### config.mk
export PLATFORM = sky130hd
export DESIGN_NAME = cdc_wr_arb
export DESIGN_NICKNAME = d
export VERILOG_FILES = /design/src/rtl/cdc_wr_arb.sv
export SDC_FILE = /design/constraint.sdc
export NUM_CORES = 1
export LEC_CHECK = 0
export ABC_CLOCK_PERIOD_IN_PS = 2400
export CORE_MARGIN = 4
export CORE_UTILIZATION = 47
export CTS_BUF_LIST = sky130_fd_sc_hd__clkbuf_4
export DETAILED_ROUTE_END_ITERATION = 6
export PLACE_DENSITY = 0.89
export SYNTH_ARGS = -nofsm -noshare
export SYNTH_HDL_FRONTEND = slang
export SYNTH_SLANG_ARGS = --single-unit
export TNS_END_PERCENT = 50
### constraint.sdc
create_clock -name i_clk -period 2.4 [get_ports i_clk]
set_clock_uncertainty 0.2 [all_clocks]
set_input_delay 0.6 -clock i_clk [delete_from_list [all_inputs] [get_ports i_clk]]
set_output_delay 0.6 -clock i_clk [all_outputs]
set_load 0.03 [all_outputs]
### src/rtl/cdc_wr_arb.sv
// cdc_wr_arb: round-robin burst scheduler feeding the cdc write port.
// One owner at a time, bursts capped at MAX_BURST, IDLE_GAP dead cycles between.
module cdc_wr_arb #(
    parameter int NUM_REQ   = 4,
    parameter int DW        = 8,
    parameter int MAX_BURST = 16,
    parameter int IDLE_GAP  = 1
) (
    input  logic                  i_clk,
    input  logic                  i_rst_n,
    input  logic [NUM_REQ-1:0]    iv_src_valid,
    input  logic [NUM_REQ*DW-1:0] iv_src_data,
    input  logic [NUM_REQ-1:0]    iv_src_last,
    output logic [NUM_REQ-1:0]    ov_src_ready,
    input  logic                  i_cdc_afull,
    output logic [DW-1:0]         ov_data,
    output logic                  o_data_wr,
    output logic [NUM_REQ-1:0]    ov_grant,
    output logic                  o_busy
);

    localparam int PW = (NUM_REQ > 1) ? $clog2(NUM_REQ) : 1;
    localparam logic [7:0] LP_MAXM1 = 8'(MAX_BURST - 1);
    localparam logic [3:0] LP_GAPM1 = 4'((IDLE_GAP > 0) ? IDLE_GAP - 1 : 0);

    typedef enum logic [1:0] {
        S_IDLE,
        S_XFER,
        S_GAP
    } state_t;

    state_t              r_state;
    state_t              w_state_nxt;
    logic [PW-1:0]       r_ptr;
    logic [PW-1:0]       r_gidx;
    logic [PW-1:0]       w_win;
    logic [PW-1:0]       w_ptr_nxt;
    logic [NUM_REQ-1:0]  r_grant;
    logic [7:0]          r_beat_cnt;
    logic [3:0]          r_gap_cnt;
    logic [DW-1:0]       r_data;
    logic                r_wr;
    logic                w_any;
    logic                w_beat;
    logic                w_end;
    logic [DW-1:0]       w_gdata;
    logic                w_glast;

    // First requester at or after ptr, searching upward with wrap.
    function automatic logic [PW-1:0] f_pick(
        input logic [PW-1:0]      ptr,
        input logic [NUM_REQ-1:0] req
    );
        int            k;
        logic [PW-1:0] kk;
        f_pick = ptr;
        for (int i = NUM_REQ - 1; i >= 0; i--) begin
            k  = (int'(ptr) + i) % NUM_REQ;
            kk = PW'(k);
            if (req[kk]) f_pick = kk;
        end
    endfunction

    // Owner-side data/last mux and handshake decode.
    always_comb begin
        w_gdata = '0;
        w_glast = 1'b0;
        for (int k = 0; k < NUM_REQ; k++) begin
            if (r_gidx == PW'(k)) begin
                w_gdata = iv_src_data[k*DW +: DW];
                w_glast = iv_src_last[k];
            end
        end
        w_any        = |iv_src_valid;
        w_win        = f_pick(r_ptr, iv_src_valid);
        ov_src_ready = (r_state == S_XFER && !i_cdc_afull) ? r_grant : '0;
        w_beat       = |(iv_src_valid & ov_src_ready);
        w_end        = w_beat & (w_glast | (r_beat_cnt == LP_MAXM1));
        w_ptr_nxt    = (r_gidx == PW'(NUM_REQ - 1)) ? '0 : r_gidx + 1'b1;
    end

    // Next-state decode.
    always_comb begin
        w_state_nxt = r_state;
        unique case (r_state)
            S_IDLE: if (w_any) w_state_nxt = S_XFER;
            S_XFER: begin
                if (w_end) w_state_nxt = (IDLE_GAP > 0) ? S_GAP : S_IDLE;
            end
            S_GAP: if (r_gap_cnt == LP_GAPM1) w_state_nxt = S_IDLE;
            default: w_state_nxt = S_IDLE;
        endcase
    end

    // State register.
    always_ff @(posedge i_clk or negedge i_rst_n) begin
        if (!i_rst_n) r_state <= S_IDLE;
        else          r_state <= w_state_nxt;
    end

    // Grant, pointer, counters and the registered write port.
    always_ff @(posedge i_clk or negedge i_rst_n) begin
        if (!i_rst_n) begin
            r_ptr      <= '0;
            r_gidx     <= '0;
            r_grant    <= '0;
            r_beat_cnt <= '0;
            r_gap_cnt  <= '0;
            r_data     <= '0;
            r_wr       <= 1'b0;
        end else begin
            r_wr <= w_beat;
            if (w_beat) begin
                r_data     <= w_gdata;
                r_beat_cnt <= r_beat_cnt + 8'd1;
            end
            unique case (r_state)
                S_IDLE: begin
                    r_gap_cnt <= '0;
                    if (w_any) begin
                        r_gidx  <= w_win;
                        r_grant <= NUM_REQ'(1) << w_win;
                    end
                end
                S_XFER: begin
                    if (w_end) begin
                        r_grant    <= '0;
                        r_beat_cnt <= '0;
                        r_ptr      <= w_ptr_nxt;
                    end
                end
                S_GAP: r_gap_cnt <= r_gap_cnt + 4'd1;
                default: r_gap_cnt <= '0;
            endcase
        end
    end

    assign ov_data   = r_data;
    assign o_data_wr = r_wr;
    assign ov_grant  = r_grant;
    assign o_busy    = (r_state != S_IDLE);

endmodule
# Yosys cells after proc, flatten, opt, wreduce, memory -nomap -nowiden

Cells that the tools add are included.

Bits in registers: 31
Bits in latches: 0
RAM bits: 0
Memory bits (read-only): 0
Input port bits: 43
Memories kept: 0

Add/sub/neg operators: 6
Multiply operators: 0
Div/mod/pow operators: 0
Magnitude comparators: 4
Equality and inequality tests: 9
Shift operators: 1
Muxes and demuxes: 33
Bitwise operators: 3
Reductions and logical operators: 13

Operators by type and width:

| cell                                                | number |
|---|---|
| two-way mux 8 bit                                   | 7 |
| two-way mux 2 bit                                   | 8 |
| case mux 4 bit (2 select lines)                     | 2 |
| < comparator 2 x 3 -> 1 bit (second input constant) | 4 |
| two-way mux 4 bit                                   | 3 |
| adder 8 x 1 -> 8 bit (second input constant)        | 1 |
| binary-select mux 1 bit (select 2 bit)              | 4 |
| == test 8 x 4 -> 1 bit (second input constant)      | 1 |
| two-way mux 1 bit                                   | 8 |
| OR reduction 4 bit                                  | 2 |
| == test 2 bit (second input constant)               | 3 |
| inequality test 2 bit (second input constant)       | 3 |
| case mux 2 bit (3 select lines)                     | 1 |
| AND reduction 3 bit                                 | 2 |
| adder 2 x 1 -> 2 bit (second input constant)        | 2 |
| adder 2 bit (second input constant)                 | 2 |
| adder 4 x 1 -> 4 bit (second input constant)        | 1 |
| AND 4 bit                                           | 1 |
| == test 2 x 1 -> 1 bit (second input constant)      | 2 |
| zero test 2 bit                                     | 2 |
| zero test 4 bit                                     | 1 |
| AND reduction 2 bit                                 | 2 |
| nonzero test 2 bit                                  | 2 |
| left shift 1 x 2 -> 4 bit (first input constant)    | 1 |
| 4 further kinds                                     | 4 |

# Depth between registers and ports, before layout

Depth in word-level cells: 10
Depth in mapped cells: 8
Gate-level depth less buffers: 6

# Least setup slack after synthesis

Ideal clock, no wire load.

Kind: reg2reg
From: reg r_gidx[0]
To: reg r_ptr[0]
Data arrival time: 1.795 ns
Data required time: 2.075 ns
Slack: 0.280 ns
Stages on the path, launching flop included: 8
Cells stage by stage: dfrtp_1 ha_1 buf_6 nand3b_4 a211o_1 buf_6 a21oi_4 mux2_4

Word-level cells in the longest chain between the ends: 8
Elaborated cells on any way between the ends: 13
Those cells by class: 1 x add/sub; 3 x eq/ne; 5 x mux; 2 x bitwise; 2 x reduce/logical

Ends and longest elaborated chain:

| what                            | RTL line | RTL |
|---|---|---|
| start: declaration              | 35       | `logic [PW-1:0] r_gidx;` |
| start signal: assignment        | 121      | `r_gidx <= w_win;` |
| zero test 2 bit                 | 69       | `if (r_gidx == PW'(k)) begin` |
| two-way mux 1 bit (4 in series) | 69       |  |
| OR 1 bit                        | 78       | `w_end = w_beat & (w_glast \| (r_beat_cnt == LP_MAXM1));` |
| AND 1 bit                       | 78       |  |
| AND reduction 2 bit (no line)   | --       |  |
| end signal: assignment          | 129      | `r_ptr <= w_ptr_nxt;` |
| end: declaration                | 34       | `logic [PW-1:0] r_ptr;` |

Several ways; a longest one is shown, not always the timed one.
A chain may end at the register's enable or synchronous reset.

# Worst setup path in the final report

From: reg r_grant[1], in the netlist ov_grant[1]
To: out ov_grant[1]

RTL lines:

| what                     | RTL line | RTL |
|---|---|---|
| start: declaration       | 38       | `logic [NUM_REQ-1:0] r_grant;` |
| start signal: assignment | 122      | `r_grant <= NUM_REQ'(1) << w_win;` |
| end: declaration         | 18       | `output logic [NUM_REQ-1:0] ov_grant,` |

No word-level cell between the ends.

==> reports/qor.csv <==
metric,value,unit
Cell Rows,23,
RSZ-0062 raised after global routing,false,
ANT nets after route,0,
largest net degree at the start of global routing,32,
reg2reg path depth,7,
count of cell types in the netlist,45,
Filler Cells Inserted,334,
core region area,4000,µm²
max-slew violation count,0,
die area,5200,µm²
Fmax achieved,444,MHz
dpl ws,-0.0724,ns
critical path type,register to primary output,
Placed Cells incl. Taps,322,
commonest register cell after synthesis,dfrtp_1,
r2r setup slk,0.33,ns
worst slew pin tran,0.388,ns
Die W,72.1,µm
first-pass GRT wire length,8050,µm
Slew HR,74.2,%
Startpoint Class,register,
Worst Hold Slack,0.346,ns
CTS H-tree depth,2,
r2r endpoint,r_beat_cnt[5],
HP Start,ov_data[3],
VDD IR-drop max,350,µV
# clock sinks,31,
warnings from Yosys,0,
Combinational Power Share,12.4,%
starting density of the core,48.3,%
overall routed net length,4980,µm
clk slew on worst S/H paths,0.10,ns
RR Startpoint,r_gidx[0],
CP required,1.60,ns
GRT Resource Usage Total,19.7,%
CP Capture Type,primary output,
"Net Count, Synth",259,
leakage dissipation,1.24,nW
number of cells on the worst hold path,2,
Seq cells post-synth,31,
"Hold Vio Cnt, Final",0,
drt first pass iters,5,
area delta synth->final,40.0,%
# IOs,61,
CP peak stage delay,0.70,ns
Hold Path End,ov_data[3],
cell at the slowest stage of the critical path,clkdlybuf4s50_1,
Critical Path AT,1.45,ns
Worst-Skew Late Latency,0.34,ns
fin crit period,2.25,ns
worst-case clock buffer depth,2,
Post-synth EDFFs,0,
Async SR Flop Fraction,100,%
CTS tree,done,
clock buffer count from CTS,5,
setup ws final,0.146,ns
Diodes inserted,0,
initial DRC count,71,
clock share of power,37.9,%
Top Family by Delay on Critical Path,buffers and inverters,
DRC,0,
sequential fraction of the synthesis area,40.2,%
cell area after layout,2710,µm²
GP Congestion,0.822,
status,"complete, no violations",
GR Overflow Total,0,
HP Class,register to register,
"Max FO, Critical Path",4,
vias,1806,
cell-by-cell trace of the critical path,clkdlybuf4s50_1,
WP buf/inv,1,
Reg power frac,49.7,%
Detail Placement HPWL,3870,µm
Final Setup Violations,0,
synthesized area,1930,µm²
Mean Syn Cell Area,9.24,µm²
fraction of layout cells with a size suffix above 1,13.2,%
clk root buf,clkbuf_4,
Net Sw Frac,21.9,%
max-cap viol count,0,
Post-DP Area,2610,µm²
PortBufs,60,
Die Y,72.1,µm
Vias per Instance,5.46,
crit share post-route,93.9,%
switching pwr,0.000230,W
pwr/cell area,389,nW/µm²
vias in the first global route,1727,
fin nets,330,
post-synthesis cell count,209,
Internal,0.000821,W
initial antenna violation count,0,
final instance count without filler cells,331,
hold_buf cts,0,
WL/cell,15.1,µm
[power groups by stage]
stage,Combinational (W),Clock [W],Sequential [W]
final,0.000131,0.000399,0.000522
after global routing,0.000141,0.000439,0.000522
after CTS,0.000132,0.000409,0.000522
after detailed placement,0.000129,0,0.000532
after global placement,0.000128,0,0.000532
after floorplan,0.0000333,0,0.000532
[synth_stat cells, types with 3 or more instances]
| cell type | count | area [µm²] |
|---|---|---|
| and2_1 | 4 | 25.0 |
| buf_2 | 5 | 25.0 |
| a21oi_1 | 20 | 100 |
| nand3_1 | 5 | 25.0 |
| nand2_1 | 14 | 52.6 |
| a211o_1 | 9 | 78.8 |
| a221oi_1 | 8 | 70.1 |
| o22ai_1 | 8 | 50.1 |
| clkbuf_1 | 3 | 11.3 |
| o21ai_0 | 7 | 35.0 |
| nor2b_1 | 4 | 25.0 |
| ha_1 | 7 | 87.6 |
| o32ai_1 | 4 | 35.0 |
| dfrtp_1 | 31 | 776 |
| inv_1 | 25 | 93.8 |
| nor2_1 | 13 | 48.8 |
| a31oi_1 | 3 | 18.8 |
| nand2b_1 | 3 | 18.8 |
[cell usage in the layout, fill, tap and decap left out, types with 2 or more instances in the layout]
cell	synthesis	layout
mux2_4	2	2
a2bb2oi_1	2	2
clkbuf_4	0	5
a211o_1	9	9
xnor2_1	2	2
nor2_1	13	13
o21ai_0	7	7
a21oi_1	20	20
a31oi_1	3	3
clkdlybuf4s50_1	0	54
nor2b_1	4	4
o211ai_1	2	2
o32ai_1	4	4
dlygate4sd2_1	0	2
buf_4	0	19
nand4_1	2	2
dfrtp_1	31	31
ha_1	7	7
o22ai_1	8	8
nand2b_1	3	3
a22o_1	2	2
a221oi_1	8	8
nor3_1	2	2
and2_1	4	3
inv_1	25	25
nand2_1	14	14
nand3_1	5	5
[registers in the layout, indices dropped and copies added, names as in the netlist]
| signal | cells |
|---|---|
| r_ptr | 2 |
| ov_data | 8 |
| r_state | 2 |
| ov_grant | 4 |
| o_data_wr | 1 |
| r_beat_cnt | 8 |
| r_gap_cnt | 4 |
| r_gidx | 2 |
[metal layers]
metal	wire length [µm]	vias to the layer above	GRT usage, %
li1	-	894	-
met1	2180	838	24.9
met2	2290	66	31.4
met3	441	8	6.37
met4	77	0	7.31
met5	0	-	0
[repair_timing]
action / 4_1_cts / 5_1_grt
hold endpoints to repair: 0 / 0
endpoints found under the setup margin: 5 / 0
buffers inserted: 1 / 0
resized for setup: 5 / 0
[worst max-delay path by stage]
stage                     start         endpoint  slack (ns)  cells past startpoint
finish              ov_grant[1]      ov_grant[1]        0.15                      1
global route         r_state[1]           o_busy        0.06                      3
CTS                 ov_grant[1]      ov_grant[1]        0.13                      1
detailed placement  i_cdc_afull  ov_src_ready[3]       -0.07                      4
global placement    i_cdc_afull  ov_src_ready[3]       -0.04                      4
floorplan             r_gidx[0]         r_ptr[0]        0.28                      7
[cells by family (layout without fill, tap and decap cells)]
logic type | Yosys count | after routing | share of synthesized area (%)
compound gates | 74 | 74 | 27.8
xor+xnor | 2 | 2 | 0.907
fa+ha+maj | 7 | 7 | 4.53
buf+inv | 37 | 109 | 9.33
flops | 31 | 31 | 40.2
mux | 3 | 3 | 2.07
simple gates | 55 | 55 | 15.2
[through the flow]
step / power, W / util, % / TNS, ns
final: 0.00105 / 67.6 / 0
after global routing: 0.00110 / 67.6 / 0
after CTS: 0.00106 / 67.6 / 0
after detailed placement: 0.000662 / 65.3 / -0.432
after global placement: 0.000660 / 65.3 / -0.158
after floorplan: 0.000566 / - / 0
[cell type report]
cell class / instances / area (µm²) / area share, %
multi-input cells: 141 / 985 / 36.4
flip-flops and latches: 31 / 776 / 28.7
repair buffers: 76 / 712 / 26.3
inverters: 25 / 93.8 / 3.47
well taps: 50 / 62.6 / 2.31
clock inverters: 3 / 38.8 / 1.43
clock buffers: 5 / 37.5 / 1.39
No activity file was read; power rests on OpenSTA's default activity.
